**src/rtl/dual_port_sync_ram_if.sv**
```systemverilog
// Bus bundle for dual_port_sync_ram: write port A and read port B.
// The master drives the requests and the slave (the RAM) returns the read results.
interface dual_port_sync_ram_if #(
  parameter int ADDR_WIDTH = 4,
  parameter int DATA_WIDTH = 16,
  parameter int BYTE_WIDTH = 8
);
  logic                             a_cs;
  logic                             a_we;
  logic [DATA_WIDTH/BYTE_WIDTH-1:0] a_be;
  logic [ADDR_WIDTH-1:0]            a_addr;
  logic [DATA_WIDTH-1:0]            a_wdata;
  logic                             b_cs;
  logic [ADDR_WIDTH-1:0]            b_addr;
  logic [DATA_WIDTH-1:0]            b_rdata;
  logic                             b_valid;
  logic                             b_oor;

  modport master (
    output a_cs, a_we, a_be, a_addr, a_wdata, b_cs, b_addr,
    input  b_rdata, b_valid, b_oor
  );

  modport slave (
    input  a_cs, a_we, a_be, a_addr, a_wdata, b_cs, b_addr,
    output b_rdata, b_valid, b_oor
  );
endinterface

```
**src/rtl/dual_port_sync_ram.sv**
```systemverilog
// Simple dual-port synchronous RAM with byte-enabled writes and a selectable read-during-write policy.
// It has an optional second output register and a read-valid pulse that flags out-of-range reads.
module dual_port_sync_ram #(
  parameter int ADDR_WIDTH = 4,
  parameter int DATA_WIDTH = 16,
  parameter int BYTE_WIDTH = 8,
  parameter int DEPTH      = 16,
  parameter int RDW_MODE   = 0,
  parameter int OUT_REG    = 0
) (
  input  logic               clk,
  input  logic               rst,
  dual_port_sync_ram_if.slave bus
);
  localparam int NUM_BYTES = DATA_WIDTH / BYTE_WIDTH;
  localparam logic [ADDR_WIDTH:0] DEPTH_LIMIT = (ADDR_WIDTH + 1)'(DEPTH);

  logic [DATA_WIDTH-1:0] r_mem [DEPTH];

  logic                  w_wrInRange;
  logic                  w_rdInRange;
  logic                  w_wrEn;
  logic                  w_collide;
  logic [DATA_WIDTH-1:0] w_byteMask;
  logic [DATA_WIDTH-1:0] w_oldWord;
  logic [DATA_WIDTH-1:0] w_readWord;

  logic                  r_s1Valid;
  logic [DATA_WIDTH-1:0] r_s1Data;
  logic                  r_s1Oor;

  assign w_wrInRange = {1'b0, bus.a_addr} < DEPTH_LIMIT;
  assign w_rdInRange = {1'b0, bus.b_addr} < DEPTH_LIMIT;
  assign w_wrEn      = bus.a_cs & bus.a_we & w_wrInRange;
  assign w_collide   = w_wrEn & w_rdInRange & (bus.a_addr == bus.b_addr);

  always_comb begin
    w_byteMask = '0;
    for (int i = 0; i < NUM_BYTES; i++) begin
      w_byteMask[i*BYTE_WIDTH +: BYTE_WIDTH] = {BYTE_WIDTH{bus.a_be[i]}};
    end
  end

  // The memory array is deliberately left out of reset so that it can map onto block RAM.
  always_ff @(posedge clk) begin
    if (w_wrEn) begin
      for (int i = 0; i < NUM_BYTES; i++) begin
        if (bus.a_be[i]) begin
          r_mem[bus.a_addr][i*BYTE_WIDTH +: BYTE_WIDTH] <= bus.a_wdata[i*BYTE_WIDTH +: BYTE_WIDTH];
        end
      end
    end
  end

  assign w_oldWord  = w_rdInRange ? r_mem[bus.b_addr] : '0;
  assign w_readWord = (RDW_MODE != 0 && w_collide)
                    ? ((w_oldWord & ~w_byteMask) | (bus.a_wdata & w_byteMask))
                    : w_oldWord;

  always_ff @(posedge clk or posedge rst) begin
    if (rst) begin
      r_s1Valid <= 1'b0;
      r_s1Data  <= '0;
      r_s1Oor   <= 1'b0;
    end else begin
      r_s1Valid <= bus.b_cs;
      if (bus.b_cs) begin
        r_s1Data <= w_readWord;
        r_s1Oor  <= ~w_rdInRange;
      end
    end
  end

  generate
    if (OUT_REG != 0) begin : g_outReg
      logic                  r_s2Valid;
      logic [DATA_WIDTH-1:0] r_s2Data;
      logic                  r_s2Oor;

      // Data and the out-of-range flag hold between reads, so only the valid bit pulses.
      always_ff @(posedge clk or posedge rst) begin
        if (rst) begin
          r_s2Valid <= 1'b0;
          r_s2Data  <= '0;
          r_s2Oor   <= 1'b0;
        end else begin
          r_s2Valid <= r_s1Valid;
          if (r_s1Valid) begin
            r_s2Data <= r_s1Data;
            r_s2Oor  <= r_s1Oor;
          end
        end
      end

      assign bus.b_valid = r_s2Valid;
      assign bus.b_rdata = r_s2Data;
      assign bus.b_oor   = r_s2Oor;
    end else begin : g_noOutReg
      assign bus.b_valid = r_s1Valid;
      assign bus.b_rdata = r_s1Data;
      assign bus.b_oor   = r_s1Oor;
    end
  endgenerate
endmodule
```
**src/flat_wrapper.sv**
```systemverilog
// flat-port wrapper written by rule: the top's interface ports become plain ports
module dual_port_sync_ram_flat 
#(
  parameter int ADDR_WIDTH = 4,
  parameter int DATA_WIDTH = 16,
  parameter int BYTE_WIDTH = 8,
  parameter int DEPTH      = 16,
  parameter int RDW_MODE   = 0,
  parameter int OUT_REG    = 0
)
  (clk, rst, bus_a_cs, bus_a_we, bus_a_be, bus_a_addr, bus_a_wdata, bus_b_cs, bus_b_addr, bus_b_rdata, bus_b_valid, bus_b_oor);
  dual_port_sync_ram_if #(.ADDR_WIDTH(ADDR_WIDTH), .DATA_WIDTH(DATA_WIDTH), .BYTE_WIDTH(BYTE_WIDTH)) bus_i ();
  input  logic clk;
  input  logic rst;
  input wire logic [$bits(bus_i.a_cs)-1:0] bus_a_cs;
  input wire logic [$bits(bus_i.a_we)-1:0] bus_a_we;
  input wire logic [$bits(bus_i.a_be)-1:0] bus_a_be;
  input wire logic [$bits(bus_i.a_addr)-1:0] bus_a_addr;
  input wire logic [$bits(bus_i.a_wdata)-1:0] bus_a_wdata;
  input wire logic [$bits(bus_i.b_cs)-1:0] bus_b_cs;
  input wire logic [$bits(bus_i.b_addr)-1:0] bus_b_addr;
  output wire logic [$bits(bus_i.b_rdata)-1:0] bus_b_rdata;
  output wire logic [$bits(bus_i.b_valid)-1:0] bus_b_valid;
  output wire logic [$bits(bus_i.b_oor)-1:0] bus_b_oor;
  assign bus_i.a_cs = bus_a_cs;
  assign bus_i.a_we = bus_a_we;
  assign bus_i.a_be = bus_a_be;
  assign bus_i.a_addr = bus_a_addr;
  assign bus_i.a_wdata = bus_a_wdata;
  assign bus_i.b_cs = bus_b_cs;
  assign bus_i.b_addr = bus_b_addr;
  assign bus_b_rdata = bus_i.b_rdata;
  assign bus_b_valid = bus_i.b_valid;
  assign bus_b_oor = bus_i.b_oor;
  dual_port_sync_ram #(.ADDR_WIDTH(ADDR_WIDTH), .DATA_WIDTH(DATA_WIDTH), .BYTE_WIDTH(BYTE_WIDTH), .DEPTH(DEPTH), .RDW_MODE(RDW_MODE), .OUT_REG(OUT_REG)) u_core (.clk(clk), .rst(rst), .bus(bus_i));
endmodule
```
**config.mk**
```make
export PLATFORM = sky130hd
export DESIGN_NAME = dual_port_sync_ram_flat
export DESIGN_NICKNAME = d
export VERILOG_FILES = /design/src/rtl/dual_port_sync_ram_if.sv /design/src/rtl/dual_port_sync_ram.sv /design/src/flat_wrapper.sv
export SDC_FILE = /design/constraint.sdc
export NUM_CORES = 1
export LEC_CHECK = 0
export BUFFER_PORTS_ARGS = -buffer_cell sky130_fd_sc_hd__buf_2
export CORE_MARGIN = 3
export CORE_UTILIZATION = 45
export CTS_CLUSTER_SIZE = 25
export DETAILED_ROUTE_END_ITERATION = 16
export SLEW_MARGIN = 20
export SYNTH_ARGS = -nofsm -noshare
export SYNTH_HDL_FRONTEND = slang
export SYNTH_SLANG_ARGS = --single-unit
```
**constraint.sdc**
```tcl
create_clock -name clk -period 2.7 [get_ports clk]
set_input_delay 0.54 -clock clk [delete_from_list [all_inputs] [get_ports clk]]
set_output_delay 0.54 -clock clk [all_outputs]
set_load 0.1 [all_outputs]
```
* After elaboration in Yosys (flattened, before gate mapping) *
Memory sizes are Yosys's and may differ from the RTL's. A register that Yosys moved wholly into a read port is not among the register bits.
Index checks and enable logic that the tools add are counted.

storage, ports and cells
  memories kept = 1
  RAM bits = 256
  bits in read-only memories = 0
  output and inout bits = 18
  bits in registers = 1
  latch bits = 0
  input bits = 31

cells by class
  multiplexer cells = 6
  div/mod/pow operators = 0
  eq/ne operators = 0
  magnitude comparators = 0
  multipliers = 0
  add/sub/neg operators = 0
  reductions and logical operators = 0
  bitwise operators = 1
  shift-type cells = 0

memory list
  name          words  width  read ports  clocked after Yosys merged registers in  wr ports  RTL line                  RTL
  u_core.r_mem  16     16     1           1                                        1         dual_port_sync_ram.sv:18  logic [DATA_WIDTH-1:0] r_mem [DEPTH];

operators by type and width
  operator     count
  $mux 1       6
  $and 1x1->1  1

* Logic depth before layout (Yosys ltp) *
  word-level depth = 3
  mapped depth = 6

* Worst setup path before layout *
No wires, ideal clock.

  kind = input-to-reg
  from = input port bus_a_addr[3]
  to = memory u_core.r_mem[8][10], enable pin
  data required time = 2.317 ns
  data arrival time = 1.741 ns
  cell stages on the path = 4
  slack = 0.576 ns
  setup time = 0.383 ns
  path buffers = 1
  path through = clkbuf_1 -> nand2b_1 -> nand2b_1 -> nor3_1

RTL lines
  what         RTL line                  RTL
  from (decl)  flat_wrapper.sv:18        input wire logic [$bits(bus_i.a_addr)-1:0] bus_a_addr;
  to (decl)    dual_port_sync_ram.sv:18

No word-level cell before the write port.

* Worst setup path after layout *
  from = register u_core.r_s1Data[9], in the netlist u_core.bus.b_rdata[9] (read register of u_core.r_mem)
  to = output port bus_b_rdata[9]

RTL lines
  what         RTL line                  RTL
  from (decl)  dual_port_sync_ram.sv:29  logic [DATA_WIDTH-1:0] r_s1Data;
  to (decl)    flat_wrapper.sv:22        output wire logic [$bits(bus_i.b_rdata)-1:0] bus_b_rdata;

No word-level cell between the ends.

==> summary.txt <==
CTS tree: built
Critical path's top delay family: buffers and inverters
Area of the multi-input gates: 2270 um2
Final nets: 605
Synthesized area: 10600 um2
CP Capture Type: output port
F_max: 0.516 GHz
Global-route wire length before repair: 33600 um
Most frequent cells in the layout: edfxtp_1, mux4_2, buf_2, nor2_1, buf_4
Avg Synthesized Cell Area: 21.8 um2
Slowest CP cell: buf_2
Int Pwr: 0.00720 W
Net switching power: 0.00206 W
Area Growth Syn to Fin: 15.7%
Largest stage delay on the critical path: 0.46 ns
Finished Layout Cells: 910
VDD IR max: 674 uV
WP buf/inv: 1
Die span in y: 160 um
Reg area: 8110 um2
IO Pins: 49
Maximum number of pins on one net before global-route repair: 44
Count of input and output buffers: 47
Outcome: finished, final reports clean
Crit share post-route: 71.7%
Yosys cell types: 26
Initial Util: 46.4%
Compound-Gate Fraction of Synth Area: 3.08%
Switching share of power: 22.3%
Synth Area in Simple Gates: 2.88%
Worst setup SP type: register
Row count: 55
Setup TNS Final: 0 ns
Vias: 5094
Final instance area: 12300 um2
Setup Fix Bufs, Post-CTS: 0
Max Clock Skew: 0.00635 ns
Number of buffers created by CTS: 28
Setup-failing EPs final: 0
Largest family of logic cells by synthesized area: multiplexers
WS Path Type: register to output port
Sequential power share: 50.9%
Crit-path cells: buf_2
GRT Total Usage: 17.5%
Gr ovfl total: 0
Post-synthesis mux area share: 15.4%
Clk pwr share: 41.3%
Type of the worst min-delay path: input pin to asynchronous set/reset pin
Slew at the pin closest to its max-slew limit: 0.917 ns
Most common cell after layout, fill and taps aside: edfxtp_1
Yosys Warn Count: 0
Max-slew violation count: 0
Initial antenna violation count: 1
Sink Count: 273
Clock slew at reported path FFs: 0.06 ns
Number of global-route vias before repair: 5372
Via/cell ratio: 5.60
Die footprint: 25500 um2
Worst skew pair latency: 0.53 ns
Die X: 160 um
Unrepaired setup endpoints after global routing: no
Fin. Hold Viols: 0
DRT Wirelength: 22100 um
Mapped Nets: 518
Layout cells sized above 1: 33.4%
Post-cts gate resize count: 0
Leak: 4.09 nW
Remaining DRCs: 0
Placed inst area: 11400 um2
Inst Count DP: 857
GPL Wtd Cong: 0.810
Antenna Violating Nets Remaining: 0
Synth top area share: 72.3%
Hpwl dp: 14000 um
Yosys reg bits: 273
Total power: 0.00927 W
Slew HR: 38.8%
Clock buffer depth: 3
Drt wl/cell: 24.3 um
Cell taking the most area after synthesis: edfxtp_1
Arr. time, crit path: 1.40 ns
DRT Pass-1 Iters: 5
Root buffer cell: clkbuf_16
Total core area: 22900 um2
PD cells: 754 nW/um2
Worst-path fanout max: 2
Post-Synth XOR/XNOR Area: 0%
Seq/Total Area, Yosys: 76.3%
Ranking of synthesized cells by area: edfxtp_1, mux4_2, dfrtp_1
Filler cells: 1732
Critical Path RT: 2.16 ns
H-tree depth: 1
Logic pwr share: 7.7%
Number of max-cap violations: 0
Drt first-iter violations: 602
Hold_buf cts: 0
Min Clock Period, post-route: 1.94 ns
Synth Area in Adders: 0%
Cells after Synth: 487
per-layer routing:
layer	track usage [%]	wire length, um	vias to the layer above
met2	26.8	10400	160
li1	-	-	2213
met5	0	0	-
met4	4.54	383	0
met3	3.50	1510	29
met1	26.1	9760	2692
kinds of logic (layout without fill, tap and decap cells):
logic type / after synthesis / count (layout)
AND/OR/NAND/NOR: 69 / 69
multiplexers: 80 / 80
buffers and inverters: 32 / 141
flip-flops: 273 / 273
AO/OA/AOI/OAI: 32 / 32
other: 1 / 2
layout make-up:
class | count | area share, %
Sequential cell | 273 | 66.0
Multi-Input combinational cell | 182 | 18.5
Clock buffer | 38 | 6.42
Timing Repair Buffer | 88 | 4.76
Tap cell | 313 | 3.18
Clock inverter | 14 | 1.13
Inverter | 1 | 0.0305
Antenna cell | 1 | 0.0203
Yosys cell counts:
library cell  number
nand2b_1           7
and2_1             1
nand3_1            2
mux4_2            55
inv_1              1
or2_2              1
conb_1             1
clkbuf_1           9
buf_4              4
a221oi_1           2
mux2i_1           16
buf_8              1
nand3b_1           2
a221oi_2          14
nor2_1            42
buf_2              7
buf_1              2
buf_6              5
and3_1             2
dfrtp_1           17
nor3_1             8
edfxtp_1         256
o22ai_1           16
buf_12             3
nand2_1            4
mux4_1             9
power groups by stage:
stage | sequential, W | combinational [W] | clock [W]
2_1_floorplan | 0.00503 | 0.000291 | 0
3_3_place_gp | 0.00481 | 0.000709 | 0
3_5_place_dp | 0.00481 | 0.000724 | 0
4_1_cts | 0.00472 | 0.000725 | 0.00391
5_1_grt | 0.00472 | 0.000758 | 0.00409
6_report | 0.00472 | 0.000718 | 0.00383
registers in the layout (all words and copies together) (netlist names):
name and count:
u_core.bus.b_valid 1, u_core.r_mem 256, u_core.bus.b_rdata 16
final timing paths:
| kind | from | end | slack, ns | cells past startpoint |
|---|---|---|---|---|
| min | rst | u_core.bus.b_rdata[5]$_DFFE_PP0P_ | 0.21 | 2 |
| max | u_core.bus.b_rdata[9]$_DFFE_PP0P_ | bus_b_rdata[9] | 0.76 | 1 |
| max in group asynchronous | rst | u_core.bus.b_rdata[13]$_DFFE_PP0P_ | 1.92 | 2 |
| max reg2reg | u_core.r_mem[3][1]$_DFFE_PP_ | u_core.bus.b_rdata[1]$_DFFE_PP0P_ | 1.14 | 3 |
| min reg2reg | u_core.bus.b_rdata[5]$_DFFE_PP0P_ | u_core.bus.b_rdata[5]$_DFFE_PP0P_ | 0.58 | 2 |
| min in group clk | bus_a_wdata[11] | u_core.r_mem[0][11]$_DFFE_PP_ | 0.39 | 1 |
per-stage QoR:
stage | worst slack (ns) | hold WS [ns] | util [%]
after floorplan | 0.576 | 0.466 | -
after global placement | 0.545 | 0.571 | 49.6
after CTS | 0.734 | 0.210 | 53.7
final | 0.763 | 0.207 | 53.7
after detailed placement | 0.499 | 0.556 | 49.6
after global routing | 0.728 | 0.238 | 53.7
No activity file was read; power rests on OpenSTA's default activity.
